## src/rtl/sprite_pkg.sv

```systemverilog
// Shared types for the SPI sprite register file: opcodes,
// command FSM states and a bit-order helper for bitmap bytes.
package sprite_pkg;

  typedef enum logic [1:0] {
    OP_POS,
    OP_COLOR,
    OP_BITMAP,
    OP_ENABLE
  } op_t;

  typedef enum logic [1:0] {
    S_IDLE,
    S_CMD,
    S_DATA,
    S_DONE
  } state_t;

  localparam int POS_BYTES = 4;

  // Byte MSB is the lowest pixel index, so bit 7 lands on bit 0.
  function automatic logic [7:0] rev8(input logic [7:0] b);
    logic [7:0] r;
    for (int i = 0; i < 8; i++) r[i] = b[7-i];
    return r;
  endfunction

endpackage

```

## src/rtl/spi_byte_rx.sv

```systemverilog
// SPI mode-0 byte receiver: syncs spi_clk/data/cs_n into clk,
// shifts MSB first, pulses byte_valid per 8 bits; cs_active = synced cs low.
module spi_byte_rx (
  input  logic       clk,
  input  logic       reset_n,
  input  logic       spi_clk,
  input  logic       spi_data,
  input  logic       spi_cs_n,
  output logic       byte_valid,
  output logic [7:0] byte_data,
  output logic       cs_active
);

  logic [1:0] clk_s;
  logic [1:0] dat_s;
  logic [1:0] cs_s;
  logic       clk_d;
  logic [6:0] shift;
  logic [2:0] cnt;
  logic       rise;

  assign rise      = clk_s[1] & ~clk_d;
  assign cs_active = ~cs_s[1];

  always_ff @(posedge clk or negedge reset_n) begin
    if (!reset_n) begin
      clk_s      <= '0;
      dat_s      <= '0;
      cs_s       <= 2'b11;
      clk_d      <= 1'b0;
      shift      <= '0;
      cnt        <= '0;
      byte_valid <= 1'b0;
      byte_data  <= '0;
    end else begin
      clk_s      <= {clk_s[0], spi_clk};
      dat_s      <= {dat_s[0], spi_data};
      cs_s       <= {cs_s[0], spi_cs_n};
      clk_d      <= clk_s[1];
      byte_valid <= 1'b0;
      // Deselect drops any partial byte.
      if (cs_s[1]) begin
        cnt   <= '0;
        shift <= '0;
      end else if (rise) begin
        shift <= {shift[5:0], dat_s[1]};
        cnt   <= cnt + 3'd1;
        if (cnt == 3'd7) begin
          byte_valid <= 1'b1;
          byte_data  <= {shift, dat_s[1]};
        end
      end
    end
  end

endmodule

```

## src/rtl/spi_sprite_regfile.sv

```systemverilog
// SPI-programmed sprite register file: command FSM writes shadow banks,
// active banks copy the shadow at frame boundaries once SPI is idle.
module spi_sprite_regfile
  import sprite_pkg::*;
#(
  parameter int NUM_SPRITES = 4,
  parameter int SPRITE_W    = 16,
  parameter int SPRITE_H    = 16,
  parameter int COORD_W     = 10,
  parameter int COLOR_W     = 6
) (
  input  logic                                  clk,
  input  logic                                  reset_n,
  input  logic                                  spi_clk,
  input  logic                                  spi_data,
  input  logic                                  spi_cs_n,
  input  logic                                  next_frame,
  output logic [NUM_SPRITES*COORD_W-1:0]        sprite_x,
  output logic [NUM_SPRITES*COORD_W-1:0]        sprite_y,
  output logic [NUM_SPRITES*COLOR_W-1:0]        sprite_color,
  output logic [NUM_SPRITES-1:0]                sprite_en,
  output logic [NUM_SPRITES*SPRITE_W*SPRITE_H-1:0] sprite_bitmap,
  output logic                                  busy,
  output logic                                  err
);

  localparam int BMP_BITS  = SPRITE_W * SPRITE_H;
  localparam int BMP_BYTES = BMP_BITS / 8;
  localparam int CNT_MAX   =
    (BMP_BYTES > POS_BYTES) ? BMP_BYTES : POS_BYTES;
  localparam int CNT_W     = $clog2(CNT_MAX) + 1;

  logic       byte_valid;
  logic [7:0] byte_data;
  logic       cs_active;

  spi_byte_rx u_rx (
    .clk        (clk),
    .reset_n    (reset_n),
    .spi_clk    (spi_clk),
    .spi_data   (spi_data),
    .spi_cs_n   (spi_cs_n),
    .byte_valid (byte_valid),
    .byte_data  (byte_data),
    .cs_active  (cs_active)
  );

  assign busy = cs_active;

  state_t             state;
  op_t                op;
  logic [5:0]         idx;
  logic [CNT_W-1:0]   cnt;
  logic [COORD_W-1:0] x_acc;
  logic [COORD_W-1:0] y_acc;

  logic [NUM_SPRITES*COORD_W-1:0]  sh_x;
  logic [NUM_SPRITES*COORD_W-1:0]  sh_y;
  logic [NUM_SPRITES*COLOR_W-1:0]  sh_col;
  logic [NUM_SPRITES-1:0]          sh_en;
  logic [NUM_SPRITES*BMP_BITS-1:0] sh_bmp;

  logic pending;
  logic do_commit;

  always_ff @(posedge clk or negedge reset_n) begin
    if (!reset_n) begin
      state  <= S_IDLE;
      op     <= OP_POS;
      idx    <= '0;
      cnt    <= '0;
      x_acc  <= '0;
      y_acc  <= '0;
      sh_x   <= '0;
      sh_y   <= '0;
      sh_col <= '0;
      sh_en  <= '0;
      sh_bmp <= '0;
      err    <= 1'b0;
    end else begin
      err <= 1'b0;
      if (!cs_active) begin
        state <= S_IDLE;
        // Only a truncated POS is an error; bitmap keeps its bytes.
        if (state == S_DATA && op == OP_POS) err <= 1'b1;
      end else begin
        unique case (state)
          S_IDLE: state <= S_CMD;
          S_CMD: if (byte_valid) begin
            op  <= op_t'(byte_data[7:6]);
            idx <= byte_data[5:0];
            cnt <= '0;
            if (int'(byte_data[5:0]) >= NUM_SPRITES) begin
              err   <= 1'b1;
              state <= S_DONE;
            end else begin
              state <= S_DATA;
            end
          end
          S_DATA: if (byte_valid) begin
            cnt <= cnt + 1'b1;
            unique case (op)
              OP_POS: begin
                // Accumulators shift whole bytes in; only the
                // low COORD_W bits of each 16-bit word survive.
                if (cnt == CNT_W'(POS_BYTES - 1)) begin
                  sh_x[int'(idx)*COORD_W +: COORD_W] <= x_acc;
                  sh_y[int'(idx)*COORD_W +: COORD_W] <=
                    COORD_W'({y_acc, byte_data});
                  state <= S_DONE;
                end else if (cnt < CNT_W'(2)) begin
                  x_acc <= COORD_W'({x_acc, byte_data});
                end else begin
                  y_acc <= COORD_W'({y_acc, byte_data});
                end
              end
              OP_COLOR: begin
                sh_col[int'(idx)*COLOR_W +: COLOR_W] <=
                  COLOR_W'(byte_data);
                state <= S_DONE;
              end
              OP_BITMAP: begin
                sh_bmp[int'(idx)*BMP_BITS + 8*int'(cnt) +: 8] <=
                  rev8(byte_data);
                if (cnt == CNT_W'(BMP_BYTES - 1)) state <= S_DONE;
              end
              OP_ENABLE: begin
                sh_en[int'(idx) +: 1] <= byte_data[0];
                state <= S_DONE;
              end
            endcase
          end
          S_DONE: begin
          end
        endcase
      end
    end
  end

  // A frame request during a transaction waits for cs to rise,
  // so the renderer never sees a half-written sprite.
  always_ff @(posedge clk or negedge reset_n) begin
    if (!reset_n) begin
      pending       <= 1'b0;
      do_commit     <= 1'b0;
      sprite_x      <= '0;
      sprite_y      <= '0;
      sprite_color  <= '0;
      sprite_en     <= '0;
      sprite_bitmap <= '0;
    end else begin
      do_commit <= 1'b0;
      if (do_commit) begin
        sprite_x      <= sh_x;
        sprite_y      <= sh_y;
        sprite_color  <= sh_col;
        sprite_en     <= sh_en;
        sprite_bitmap <= sh_bmp;
      end
      if (next_frame || pending) begin
        if (busy) begin
          pending <= 1'b1;
        end else begin
          pending   <= 1'b0;
          do_commit <= 1'b1;
        end
      end
    end
  end

endmodule

```

## config.mk

```make
export PLATFORM = sky130hd
export DESIGN_NAME = spi_sprite_regfile
export DESIGN_NICKNAME = d
export VERILOG_FILES = /design/src/rtl/sprite_pkg.sv /design/src/rtl/spi_byte_rx.sv /design/src/rtl/spi_sprite_regfile.sv
export SDC_FILE = /design/constraint.sdc
export NUM_CORES = 2
export LEC_CHECK = 0
export BUFFER_PORTS_ARGS = -buffer_cell sky130_fd_sc_hd__buf_2
export CAP_MARGIN = 30
export CORE_AREA = 2 2 442 444
export CTS_CLUSTER_SIZE = 20
export DETAILED_ROUTE_END_ITERATION = 16
export DIE_AREA = 0 0 444 446
export GPL_ROUTABILITY_DRIVEN = 0
export PLACE_DENSITY = 0.68
export SYNTH_ARGS = -nofsm -noshare
export SYNTH_HDL_FRONTEND = slang
export SYNTH_SLANG_ARGS = --single-unit
```

## constraint.sdc

```tcl
create_clock -name clk -period 5 [get_ports clk]
set_input_delay 0.75 -clock clk [delete_from_list [all_inputs] [get_ports clk]]
set_output_delay 0.75 -clock clk [all_outputs]
set_load 0.01 [all_outputs]
```

# == Word level (Yosys, flattened, before mapping) ==
# Cells that the tools add are included.
# totals
ff_bits,2321
in_bits,6
elab_cells,115
# op_classes
n_addsub,7
mul,2
order_cmp,2
n_eq_ne,14
shifts,9
n_mux,31
n_bitwise,5
n_reduce_logical,18
# op_table
op,n
bitwise mux 1024 bit,1
variable shift 8 x 33 -> 1024 bit (first input constant),1
variable part select 8 x 33 -> 1024 bit,1
bitwise mux 40 bit,2
variable part select 10 x 33 -> 40 bit,2
variable shift 10 x 33 -> 40 bit (first input constant),1
negation 10 -> 33 bit,1
negation 15 -> 33 bit,1
negation 6 -> 33 bit,1
negation 9 -> 33 bit,1
variable shift 1 x 33 -> 4 bit (first input constant),1
variable shift 6 x 33 -> 24 bit (first input constant),1
variable part select 1 x 33 -> 4 bit,1
variable part select 6 x 33 -> 24 bit,1
bitwise mux 24 bit,1
AND reduction 4 bit,4
adder 14 x 9 -> 15 bit,1
two-way mux 7 bit,2
two-way mux 1 bit,12
two-way mux 6 bit,2
case mux 2 bit (3 select lines),2
case mux 6 bit (2 select lines),1
AND reduction 6 bit,2
two-way mux 2 bit,5
27 further kinds,40

# == Depth between registers and ports, before layout ==
# depth
word_depth,6
ltp_mapped,22
ltp_nobuf,17

# == By module ==
# A second synthesis with hierarchy kept.
# unflattened
cells_unflattened,7042
area_unflattened_um2,89241.8
# modules_own_cells
mod,n_inst,cells_per_inst,area_per_inst_um2
spi_sprite_regfile,1,6969,88257.1
spi_byte_rx,1,73,984.7

# == Worst setup path after synthesis ==
# OpenSTA, ideal clock, no wires.
# synth_path
path_kind,register -> register
from,reg cnt[0]
to,reg sh_bmp[0]
setup_time_ns,0.079
arrival_time_ns,4.452
path_slack_ns,0.468
stages_incl_launch_ff,21
n_path_buf,4
path_cell_list,dfrtp_1 -> clkbuf_1 -> inv_1 -> ha_1 -> buf_2 -> nand2b_1 -> a21o_1 -> a21o_1 -> a221oi_1 -> inv_1 -> ha_1 -> nor2_1 -> o21ai_0 -> nor2_1 -> nand4_1 -> a211oi_2 -> a22oi_1 -> buf_2 -> buf_6 -> nor4_4 -> mux2i_1
# synth_via
elab_chain_cells,4
# synth_rtl
element,line,rtl
start: declaration,spi_sprite_regfile.sv:53,logic [CNT_W-1:0] cnt;
start signal: assignment,spi_sprite_regfile.sv:101,cnt <= cnt + 1'b1;
adder 14 x 9 -> 15 bit (*),spi_sprite_regfile.sv:123,sh_bmp[int'(idx)*BMP_BITS + 8*int'(cnt) +: 8] <=
negation 15 -> 33 bit (*),spi_sprite_regfile.sv:123,
variable part select 8 x 33 -> 1024 bit / variable shift 8 x 33 -> 1024 bit (equally long branches),spi_sprite_regfile.sv:123,
bitwise mux 1024 bit (*),spi_sprite_regfile.sv:123,
end signal: indexed assignment,spi_sprite_regfile.sv:123,
end: declaration,spi_sprite_regfile.sv:61,logic [NUM_SPRITES*BMP_BITS-1:0] sh_bmp;
# Mark *: on every way between the ends. The rest lies on a longest branch, timed or not.
# A chain may end at the register's enable or synchronous reset.

# == Worst setup path after layout ==
# layout_path
from,reg idx[2]
to,reg sh_bmp[79]
# layout_via
elab_chain_cells,4
# layout_rtl
element,line,rtl
start: declaration,spi_sprite_regfile.sv:52,logic [5:0] idx;
start signal: assignment,spi_sprite_regfile.sv:91,idx <= byte_data[5:0];
adder 14 x 9 -> 15 bit (*),spi_sprite_regfile.sv:123,
negation 15 -> 33 bit (*),spi_sprite_regfile.sv:123,
variable part select 8 x 33 -> 1024 bit / variable shift 8 x 33 -> 1024 bit (equally long branches),spi_sprite_regfile.sv:123,
bitwise mux 1024 bit (*),spi_sprite_regfile.sv:123,
# Marked as above.

==> flow_metrics.tcl <==
set metrics [dict create \
    synth_enable_flop_cells 0 \
    p_leak_uw 0.0551 \
    share_clk_of_total_power_pct 47.4 \
    netlist-cell-type-count 76 \
    ys_warn_count 0 \
    hold_critical_path_endpoint "pending$_DFFE_PN0N_" \
    final_worst_path_period_share_pct 94.0 \
    max_cap_violations 0 \
    power.sequential.fraction_pct 50.0 \
    swShare_pct 22.1 \
    ff_to_ff_setup_slack_ps 300 \
    critPathArrivalTime_ps 5480 \
    vdd.ir_drop.worst_mv 0.371 \
    cts-htree-levels 4 \
    number_of_clock_buffers_inserted_by_tritoncts 225 \
    ys_seq_elements 2321 \
    grt_antenna_before_repair 16 \
    comb_power_share_pct 2.6 \
    dp.cells 10800 \
    reg2reg_start "idx[2]$_DFFE_PN0P_" \
    primary_ff_master_synth "dfrtp_1" \
    peak_clock_frequency_supported_by_timing_ghz 0.213 \
    die_width_microns 444 \
    tns_ps 0 \
    tritoncts "done" \
    nNetsFinal 8593 \
    min_period_ps 4700 \
    overall_power_of_the_completed_layout_uw 37600 \
    placementRows 162 \
    yosysSeqAreaShare_pct 62.9 \
    die_h_microns 446 \
    dr_total_vias 67200 \
    pin_count 1140 \
    min_delay_path_depth 3 \
    grt.overflow.total 0 \
    synthesis.nets 7576 \
    mappedNetlistArea_sq_um 92400 \
    detailedPlacementHpwl_mm 230 \
    result_of_the_run "complete, no violations" \
    clk_pin_slew_worst_paths_ps 70 \
    worstMarginPinSlew_ps 1040 \
    cts.sink_count 2321 \
    initial_utilization_pct 47.7 \
    path_class "reg2reg" \
    worst_ep_required_time_ps 5780 \
    routed_wirelength_mm 314 \
    async_set_reset_flop_share_out_of_synthesis_pct 100 \
    grt_first_pass_wirelength_mm 455 \
    cellPowerDensity_nw_per_um2 344 \
    post_drt_wl_per_cell_microns 27.9 \
    timing.hold.worst.class "in2reg" \
    rr_worst_depth 11 \
    holdCritStartpoint "next_frame" \
    globalRouteTotalUtil_pct 31.2 \
    design.core.area_sq_um 194000 \
    layout.cells.non_filler 11300 \
    postSynthAreaPerCell_sq_um 12.3 \
    timing.slew.headroom_pct 30.5 \
    grt_pass1_vias 65900 \
    cts_root_buffer "clkbuf_16" \
    drt-pass1-iter-count 6 \
    clock_latency_ps 910 \
    mostFrequentLayoutCell "dfrtp_1" \
    die-area_sq_um 198000 \
    port_buf_inserts 1139 \
    layout-drive-gt1-share_pct 37.1 \
    power.internal_uw 29300 \
    critPathCaptureType "flip-flop" \
    timing.final.hold_violations 0 \
    cp_max_fo 62 \
    area_growth_syn_to_layout_pct 18.4 \
    total_of_fill_cells_in_the_finished_design 15900 \
    final.setup_skew_ps 82.6 \
    detail-route-antenna-nets 0 \
    setup_violations 0 \
    viasPerCell 5.96 \
    kind_of_start_point_of_the_critical_path "flip-flop" \
    syn-instance-count 7521 \
    remaining_drc_errors 0 \
    drt_iter0_drc 7119 \
    final_cell_mix "2316 x dfrtp_1, 1872 x o21ai_0, 1337 x mux2_2, 1138 x buf_2, 455 x nand2_1" \
    unrepaired_setup_endpoints_after_global_routing "false" \
    critical_path.reg2reg.endpoint "sh_bmp[79]$_DFFE_PN0P_" \
    bufs_on_longest_clock_path 3 \
    final_max_slew_viol_count 0 \
    power.net_switching_uw 8330 \
    grt_max_degree 145 \
]
[timing repair]
action | CTS | global route
endpoints found under the hold margin | 59 | 0
resized for setup | 0 | 1
buffers inserted | 0 | 1
hold buffers | 4 | 0
setup endpoints to repair | 0 | 112
[power groups by stage]
stage / sequential (uW) / clock, uW / combinational (uW)
global route: 18800 / 18900 / 1090
finish: 18800 / 17900 / 973
floorplan: 19200 / 0 / 454
global placement: 19200 / 0 / 960
detailed placement: 19200 / 0 / 994
CTS: 18800 / 18100 / 998
[cell usage after synthesis, drive strengths merged (11+ instances only)]
cell type	count	area, sq um
xor2	11	96.3
o21ai	1922	9620
nor4	15	115
ha	47	588
xnor2	19	185
or2	125	782
a21o	14	105
dfrtp	2319	58000
nand3	52	260
mux2i	18	180
a31oi	17	106
nand2b	12	75.1
a21oi	80	400
buf	49	226
nand4	46	288
and2	20	125
clkbuf	526	1980
nor3	40	200
inv	41	154
nor2	181	689
and3	27	169
nor2b	17	106
mux2	1337	15100
nand2	455	1710
o22ai	19	119
[cell families (layout without fill, tap and decap cells)]
kind of cell | after synthesis | in the layout | share of synthesized area, %
other | 0 | 2 | 0
buffers and inverters | 616 | 1824 | 2.55
AO/OA/AOI/OAI | 2126 | 2126 | 11.9
flip-flops | 2321 | 2321 | 62.9
AND/OR/NAND/NOR | 1024 | 1024 | 5.19
XOR/XNOR | 30 | 30 | 0.305
adder cells (fa/ha/maj) | 49 | 49 | 0.680
multiplexers | 1355 | 1355 | 16.5
[state kept, by name (all words and copies together) (netlist names), 3 cells and up]
register and cells:
cnt 6, idx 6, sh_bmp 1024, sh_col 24, sh_en 4, sh_x 40, sh_y 40, sprite_bitmap 1024
sprite_color 24, sprite_en 4, sprite_x 40, sprite_y 40, u_rx.byte_data 8, u_rx.cnt 3, u_rx.shift 7, x_acc 10
[worst max-delay path, stage by stage (launching register included)]
cell and delay, ps:
dfrtp_1 560, inv_1 190, ha_1 540, nor2b_1 130
a311oi_2 330, o31ai_4 170, xnor2_4 250, buf_12 300
nand2_1 600, nor2_1 970, nand2_1 320, o21ai_0 240
[layout make-up]
type | count | area, sq um | share of cell area, %
diodes | 2 | 5.00 | 0.00458
clock buffers | 320 | 6480 | 5.92
clock inverters | 98 | 1430 | 1.30
inverters | 41 | 154 | 0.141
multi-input cells | 4584 | 32100 | 29.4
flip-flops and latches | 2321 | 58100 | 53.1
well taps | 2542 | 3180 | 2.91
repair buffers | 1365 | 7900 | 7.22
[per-layer routing]
| metal | routed length (microns) | track usage (%) | vias up |
|---|---|---|---|
| met5 | 127 | 0.366 | - |
| met4 | 26400 | 21.9 | 6 |
| met3 | 26400 | 7.71 | 754 |
| met2 | 137000 | 45.4 | 3268 |
| met1 | 124000 | 41.0 | 34600 |
| li1 | - | - | 28600 |
[stage by stage]
| stage | utilization, % | hold WS (ps) | cell area [sq um] | setup WS, ps |
|---|---|---|---|---|
| finish | 56.5 | 144 | 109000 | 302 |
| global route | 56.5 | 131 | 109000 | 59.0 |
| CTS | 56.5 | 76.2 | 109000 | 245 |
| detailed placement | 52.4 | 337 | 101000 | 203 |
| global placement | 52.4 | 337 | 101000 | 334 |
| floorplan | - | 331 | 92400 | 468 |
[how the worst max path moves through the flow]
stage | startpoint | endpoint | slack, ps | cells after the start
after global routing | cnt[5]$_DFFE_PN0P_ | sh_bmp[311]$_DFFE_PN0P_ | 60 | 20
after global placement | cnt[5]$_DFFE_PN0P_ | sh_bmp[2]$_DFFE_PN0P_ | 330 | 19
after floorplan | cnt[0]$_DFFE_PN0P_ | sh_bmp[0]$_DFFE_PN0P_ | 470 | 20
after detailed placement | cnt[5]$_DFFE_PN0P_ | sh_bmp[2]$_DFFE_PN0P_ | 200 | 19
after CTS | cnt[5]$_DFFE_PN0P_ | sh_bmp[2]$_DFFE_PN0P_ | 240 | 19
final | idx[2]$_DFFE_PN0P_ | sh_bmp[79]$_DFFE_PN0P_ | 300 | 11
No activity file was read; power rests on OpenSTA's default activity.
